--- src/rtl/mem_access.sv ---
// Memory-access stage: executes byte-serial loads/stores over the shared
// byte-wide RAM port and holds the pipeline until the access completes.
module mem_access (
   input  logic        clk,
   input  logic        rst,
   input  logic [4:0]  wd_i,
   input  logic        wreg_i,
   input  logic [31:0] wdata_i,
   input  logic [7:0]  aluop_i,
   input  logic [31:0] mem_addr_i,
   input  logic        mem_gnt_i,
   input  logic [7:0]  mem_din_i,
   output logic [4:0]  wd_o,
   output logic        wreg_o,
   output logic [31:0] wdata_o,
   output logic        stall_req_o,
   output logic [31:0] mem_a_o,
   output logic [7:0]  mem_dout_o,
   output logic        mem_wr_o
);

   // state | meaning
   // IDLE  | pass-through, or launch of a memory op (counters cleared)
   // XFER  | issuing bytes / capturing load data, pipeline stalled
   // FIN   | result presented to MEM/WB, pipeline advances at this edge

   localparam logic [7:0] EX_LB  = 8'h20;
   localparam logic [7:0] EX_LH  = 8'h21;
   localparam logic [7:0] EX_LW  = 8'h22;
   localparam logic [7:0] EX_LBU = 8'h24;
   localparam logic [7:0] EX_LHU = 8'h25;
   localparam logic [7:0] EX_SB  = 8'h28;
   localparam logic [7:0] EX_SH  = 8'h29;
   localparam logic [7:0] EX_SW  = 8'h2A;

   typedef enum logic [1:0] {
      IDLE = 2'd0,
      XFER = 2'd1,
      FIN  = 2'd2
   } state_t;

   state_t      state_q, state_d;
   logic [2:0]  iss_q, iss_d;
   logic        pend_q, pend_d;
   logic [31:0] buf_q, buf_d;

   logic        is_load;
   logic        is_store;
   logic        is_mem;
   logic [2:0]  size_n;
   logic        issue;
   logic [1:0]  cap_idx;
   logic [31:0] ext_data;

   always_comb begin
      is_load  = 1'b0;
      is_store = 1'b0;
      size_n   = 3'd0;
      case (aluop_i)
         EX_LB, EX_LBU: begin is_load  = 1'b1; size_n = 3'd1; end
         EX_LH, EX_LHU: begin is_load  = 1'b1; size_n = 3'd2; end
         EX_LW:         begin is_load  = 1'b1; size_n = 3'd4; end
         EX_SB:         begin is_store = 1'b1; size_n = 3'd1; end
         EX_SH:         begin is_store = 1'b1; size_n = 3'd2; end
         EX_SW:         begin is_store = 1'b1; size_n = 3'd4; end
         default:       ;
      endcase
   end

   assign is_mem  = is_load | is_store;
   assign issue   = (state_q == XFER) && (iss_q < size_n) && mem_gnt_i;
   // pending byte was issued with the previous count value; iss_q=4 wraps to lane 3
   assign cap_idx = iss_q[1:0] - 2'd1;

   always_comb begin
      case (aluop_i)
         EX_LB:   ext_data = {{24{buf_q[7]}}, buf_q[7:0]};
         EX_LBU:  ext_data = {24'h0, buf_q[7:0]};
         EX_LH:   ext_data = {{16{buf_q[15]}}, buf_q[15:0]};
         EX_LHU:  ext_data = {16'h0, buf_q[15:0]};
         EX_LW:   ext_data = buf_q;
         default: ext_data = 32'h0;
      endcase
   end

   always_ff @(posedge clk or posedge rst) begin
      if (rst) begin
         state_q <= IDLE;
         iss_q   <= 3'd0;
         pend_q  <= 1'b0;
         buf_q   <= 32'h0;
      end else begin
         state_q <= state_d;
         iss_q   <= iss_d;
         pend_q  <= pend_d;
         buf_q   <= buf_d;
      end
   end

   always_comb begin
      state_d     = state_q;
      iss_d       = iss_q;
      pend_d      = pend_q;
      buf_d       = buf_q;
      wd_o        = wd_i;
      wreg_o      = 1'b0;
      wdata_o     = 32'h0;
      stall_req_o = 1'b0;
      mem_a_o     = 32'h0;
      mem_dout_o  = 8'h0;
      mem_wr_o    = 1'b0;

      case (state_q)
         IDLE: begin
            if (is_mem) begin
               stall_req_o = 1'b1;
               iss_d       = 3'd0;
               pend_d      = 1'b0;
               buf_d       = 32'h0;
               state_d     = XFER;
            end else begin
               wreg_o  = wreg_i;
               wdata_o = wdata_i;
            end
         end
         XFER: begin
            stall_req_o = 1'b1;
            if (pend_q)
               buf_d[{cap_idx, 3'b000} +: 8] = mem_din_i;
            if (issue) begin
               mem_a_o  = mem_addr_i + {29'd0, iss_q};
               mem_wr_o = is_store;
               if (is_store)
                  mem_dout_o = wdata_i[{iss_q[1:0], 3'b000} +: 8];
               iss_d  = iss_q + 3'd1;
               pend_d = is_load;
            end else begin
               pend_d = 1'b0;
            end
            if (is_store && issue && (iss_q == size_n - 3'd1))
               state_d = FIN;
            if (is_load && pend_q && (iss_q == size_n))
               state_d = FIN;
         end
         FIN: begin
            wreg_o  = wreg_i;
            wdata_o = ext_data;
            state_d = IDLE;
         end
         default: state_d = IDLE;
      endcase

      if (rst) begin
         wd_o        = 5'd0;
         wreg_o      = 1'b0;
         wdata_o     = 32'h0;
         stall_req_o = 1'b0;
         mem_a_o     = 32'h0;
         mem_dout_o  = 8'h0;
         mem_wr_o    = 1'b0;
      end
   end

endmodule

--- config.mk ---
export PLATFORM = sky130hd
export DESIGN_NAME = mem_access
export DESIGN_NICKNAME = d
export VERILOG_FILES = /design/src/rtl/mem_access.sv
export SDC_FILE = /design/constraint.sdc
export NUM_CORES = 1
export LEC_CHECK = 0
export BUFFER_PORTS_ARGS = -buffer_cell sky130_fd_sc_hd__buf_2
export CAP_MARGIN = 15
export CORE_MARGIN = 2
export CORE_UTILIZATION = 44
export CTS_BUF_LIST = sky130_fd_sc_hd__clkbuf_4 sky130_fd_sc_hd__clkbuf_8
export CTS_CLUSTER_DIAMETER = 120
export DETAILED_ROUTE_END_ITERATION = 8
export PLACE_DENSITY = 0.79
export SYNTH_ARGS = -nofsm -noshare
export SYNTH_HDL_FRONTEND = slang
export SYNTH_SLANG_ARGS = --single-unit
export TNS_END_PERCENT = 1
--- constraint.sdc ---
create_clock -name clk -period 2.5 [get_ports clk]
set_input_delay 0.125 -clock clk [delete_from_list [all_inputs] [get_ports clk]]
set_output_delay 0.125 -clock clk [all_outputs]
set_load 0.02 [all_outputs]
# After elaboration in Yosys (flattened, before gate mapping)
# Index checks and enable logic that the tools add are counted.
[word_totals] regBits=38 inputBits=89 out_inout_bits=80
[op_classes] addsub=5 n_lt_le_gt_ge=1 n_eq_ne=16 shifts=3 mux=38 n_bitwise=1 n_reduce_logical=17
[ops] cell="$mux W32" n=7
[ops] cell="$pmux W32 S5" n=1
[ops] cell="$pmux W32 S2" n=2
[ops] cell="$eq A8 B6 Y1 const B" n=8
[ops] cell="$add A32 B3 Y32" n=1
[ops] cell="$bwmux W32" n=1
[ops] cell="$mux W8" n=4
[ops] cell="$shift A8 B7 Y32 const A" n=1
[ops] cell="$shiftx A32 B6 Y8" n=1
[ops] cell="$shiftx A8 B7 Y32" n=1
[ops] cell="$mux W1" n=11
[ops] cell="$pmux W3 S3" n=1
[ops] cell="$reduce_or A3 Y1" n=3
[ops] cell="$neg A5 Y7" n=1
[ops] cell="$eq A3 B3 Y1" n=2
[ops] cell="$logic_and A1 B1 Y1" n=6
[ops] cell="$mux W2" n=3
[ops] cell="$mux W3" n=2
[ops] cell="$ne A2 B2 Y1 const B" n=3
[ops] cell="$pmux W1 S2" n=3
[ops] cell="$pmux W3 S2" n=1
[ops] cell="$reduce_and A3 Y1" n=2
[ops] cell="$mux W5" n=1
[ops] cell="$reduce_or A5 Y1" n=1
[ops] cell="13 further kinds" n=14

# Logic depth before layout (Yosys ltp)
[logic_depth] word_depth=11 ltp_mapped=11 ltp_nobuf=10

# Worst setup path after synthesis
# No wires, ideal clock.
[synth_timing] kind="input to output" from="in aluop_i[4]" to="out mem_dout_o[0]" arrival_time_ns=2.499 required_time_ns=2.375 slack_ns=-0.124 path_stages=11 cell_sequence="nor4b_4 nand2_1 nor2_1 nand2_1 ha_1 nor2b_1 o21ai_0 nand3_1 or2_1 clkbuf_1 nor2b_1"
[synth_between] elab_chain_cells=9 word_cells_on_any_way=21 classes_between="order compare (1); eq/ne (8); mux (6); reduce/logical (6)"
[synth_lines] element="from (decl)" line="9" source="input logic [7:0] aluop_i,"
[synth_lines] element="$eq A8 B6 Y1" line="59" source="case (aluop_i)"
[synth_lines] element="$reduce_or A3 Y1 (no source line) / $reduce_or A2 Y1 (equally long branches)"
[synth_lines] element="$pmux W3 S3" line="59"
[synth_lines] element="$lt A3 B3 Y1" line="71" source="assign issue = (state_q == XFER) && (iss_q < size_n) && mem_gnt_i;"
[synth_lines] element="$logic_and A1 B1 Y1 (2 in a row)" line="71"
[synth_lines] element="$mux W8 *" line="130" source="if (issue) begin"
[synth_lines] element="$mux W8 *" line="113" source="case (state_q)"
[synth_lines] element="$mux W8 *" line="153" source="if (rst) begin"
[synth_lines] element="to (decl)" line="18" source="output logic [7:0] mem_dout_o,"
# Every way passes the cells marked *; elsewhere a longest branch is shown, timed or not.

# Worst setup path after layout
[layout_timing] from="reg iss_q[0]" to="out mem_a_o[26]"
[layout_between] elab_chain_cells=6 word_cells_on_any_way=7 classes_between="add/sub (1); order compare (1); mux (3); reduce/logical (2)"
[layout_lines] element="from (decl)" line="43" source="logic [2:0] iss_q, iss_d;"
[layout_lines] element="from (signal assigned)" line="94" source="iss_q <= iss_d;"
[layout_lines] element="branches (longest 3 deep; another with $add A32 B3 Y32)"
[layout_lines] element="$mux W32 *" line="130"
[layout_lines] element="$mux W32 *" line="113"
[layout_lines] element="$mux W32 *" line="153"
[layout_lines] element="to (decl)" line="17" source="output logic [31:0] mem_a_o,"
# Mark *: on every way between the ends.

==> metrics <==
number of remaining DRC errors=0; largest net degree at the start of global routing=39; TNS Setup=0 ps; most common cell after layout, fill and taps aside=buf_2; fin. max-slew vios=0; post-layout util=60.8%; status=finished, final reports clean; mux contribution to synthesized area=5.28%; Crit Path Category=flop to output pin; WL/cell=16.1 um; Post-DP HPWL=9060 um; GRT Residual Overflow=0; CTS tree=done; Async SR Flop Fraction=100%; final setup vio count=0; first-pass GRT wire length=17,600 um; core area=8090 um^2; Pwr Density=583 nW/um^2; Root Buffer=clkbuf_8; Worst Hold Class=input port to asynchronous set/reset pin; VDD IR max=0.370 mV; RSZ-0062 raised after global routing=yes; most common flop cell mapped by yosys=dfrtp_1; FF-to-FF path depth=8; Worst path top cell family by delay=simple AND/OR/NAND/NOR gates; WP depth=8; Compound-Gate Fraction of Synth Area=21.7%; Yosys cell types=49; antenna viol nets, final=0; main combinational cell family by area after synthesis=simple AND/OR/NAND/NOR gates; slowest stage delay, CP=350 ps; H-Tree Level Count=2; Port-buffer cells=168; Routability Congestion=0.923; period utilisation layout=95.8%; total I/O pin count=169; CP endpoint kind=output pin; Die Height=94.5 um; GRT Util Overall=24.7%; syn avg cell area=8.06 um^2; antenna cells=0; Routed Wire Length=11,700 um; Lkg Pwr=2.25 nW; Syn Nets=548; XOR/XNOR Fraction of Synth Area=7.05%; final hold viol count=0; Cells after Synth=447; sequential area share after synthesis=26.4%; DR vias/cell=5.70; Worst Path Buf+Inv=1; Clock Latency Late Sink=290 ps; crit path cell chain=ha_1 -> fa_2 -> a21oi_2 -> nor4_4 -> nand3_2 -> or3_1 -> a21oi_1 -> buf_2; Data required, critical path=2380 ps; Tmin final=2390 ps; vias in the first global route=3,835; clock buffer depth=2; Worst-Margin Slew=711 ps; design area=4920 um^2; commonest non-fill, non-tap cells in the layout=buf_2 (162), nand3_1 (45), nor2_1 (41); Die W=94.5 um; simple-gate share of the synthesized area=28.5%; maxcap violations=0; initial antenna violation count=0; clock skew=7.23 ps; Post-synth EDFFs=0; #FFs+latches synth=38; num rows=33; initial core utilization=44.5%; ratio of cells with drive above 1 in the final layout=38.7%; total number of vias=4,143; startpoint types=flop; clock sinks=38; mapped cell area=3600 um^2; fmax=418 MHz; Post-Place Cell Area=4720 um^2; CP max stage cell=dfrtp_1; Nets=722; TritonCTS buffer count=5; growth of design area from synthesis to finish=36.4%; die area=8930 um^2; YS warnings=0; relative slew slack=52.6%; drt first-iter violations=185; Power Total=2.86 mW; DRT Pass-1 Iters=5; register clock-pin slew on the reported worst setup and hold paths=80 ps; Adder-Cell Fraction of Synth Area=4.37%; CTS Hold Bufs=0; critical path arrival=2270 ps; Crit Path Max Fanout=3
-- kinds of logic (layout without fill, tap and decap cells) --
logic type                 Yosys count  in the layout
DFF                                 38             38
and+or+nand+nor                    179            179
buffers and inverters               60            235
muxes                                9              9
AOI/OAI and AO/OA                  120            120
xor gates and xnor gates            29             29
adders and majority gates           12             12
-- worst register-to-register path, delay by kind of cell, from the launching register on --
kind | cells | cell delay [ps]
AOI/OAI and AO/OA | 1 | 130
adders and majority gates | 1 | 390
buffers and inverters | 3 | 660
DFF | 1 | 350
and+or+nand+nor | 3 | 470
-- worst paths after layout --
kind / start / to / slack (ps)
max: iss_q[0]$_DFFE_PP0P_ / mem_a_o[26] / 110
min: rst / state_q[1]$_DFFE_PP0P_ / 80
max reg2reg: iss_q[0]$_DFFE_PP0P_ / buf_q[26]$_DFFE_PP0P_ / 430
min reg2reg: buf_q[10]$_DFFE_PP0P_ / buf_q[10]$_DFFE_PP0P_ / 530
max in group asynchronous: rst / iss_q[1]$_DFFE_PP0P_ / 2060
min in group clk: mem_din_i[2] / buf_q[10]$_DFFE_PP0P_ / 120
-- synthesized netlist by cell type (2+ instances only) --
library cell | n | area share [%]
nor2_1 | 43 | 4.5
xnor2_1 | 6 | 1.5
dfrtp_1 | 38 | 26
a21o_1 | 3 | 0.62
nor3_2 | 2 | 0.56
mux4_2 | 8 | 5.0
nor3b_2 | 2 | 0.69
o31ai_1 | 2 | 0.42
buf_2 | 9 | 1.2
nand2b_1 | 3 | 0.52
nor3_1 | 3 | 0.42
o2bb2ai_1 | 24 | 5.8
nor3b_1 | 2 | 0.42
o21ai_1 | 28 | 3.9
inv_1 | 37 | 3.9
xor2_1 | 23 | 5.6
and4_1 | 2 | 0.49
and2_1 | 2 | 0.35
nand4_1 | 9 | 1.6
o21ai_0 | 9 | 1.2
and3_1 | 4 | 0.69
a32o_1 | 4 | 1.1
ha_1 | 11 | 3.8
a21oi_1 | 32 | 4.4
nor4_1 | 4 | 0.69
nand2_1 | 25 | 2.6
nand3_1 | 46 | 6.4
clkbuf_1 | 13 | 1.4
o21a_1 | 2 | 0.42
nor2b_1 | 15 | 2.6
nor4_4 | 3 | 1.8
a22o_1 | 8 | 1.9
or3_1 | 6 | 1.0
a21oi_2 | 4 | 0.97
-- metrics by stage --
step	instances	setup WS, ps	hold slack, ps
6_report	727	106	81.0
3_3_place_gp	719	153	380
4_1_cts	727	22.0	83.4
5_1_grt	727	-50.1	112
2_1_floorplan	447	38.6	264
3_5_place_dp	719	79.2	401
-- registers in the layout, indices dropped and copies added, names as in the netlist --
signal and flops:
iss_q 3, buf_q 32, state_q 2, pend_q 1
-- power breakdown --
group / internal (mW) / total [mW] / switching (mW)
clock network: 0.426 / 0.651 / 0.225
logic: 0.649 / 1.51 / 0.861
registers: 0.663 / 0.704 / 0.0407
-- per-layer routing --
metal  global-route usage, %  routed length (um)  share of wire, %
met1                    30.1                4760                41
met4                    7.13                 184               1.6
met2                    44.8                6010                51
met5                       0                   0                 0
met3                    4.23                 782               6.7
-- final cells by class --
class	instances	area [um^2]
well taps	105	131
flip-flops and latches	38	952
clock inverters	2	60.1
repair buffers	190	1030
fillers	715	3180
inverters	37	139
multi-input cells	349	2520
clock buffers	6	82.6
-- timing repair --
item / CTS / global route
resized for setup: 0 / 15
buffers inserted: 0 / 0
endpoints found under the setup margin: 0 / 27
Note: power is estimated with default switching activity, not from simulation.
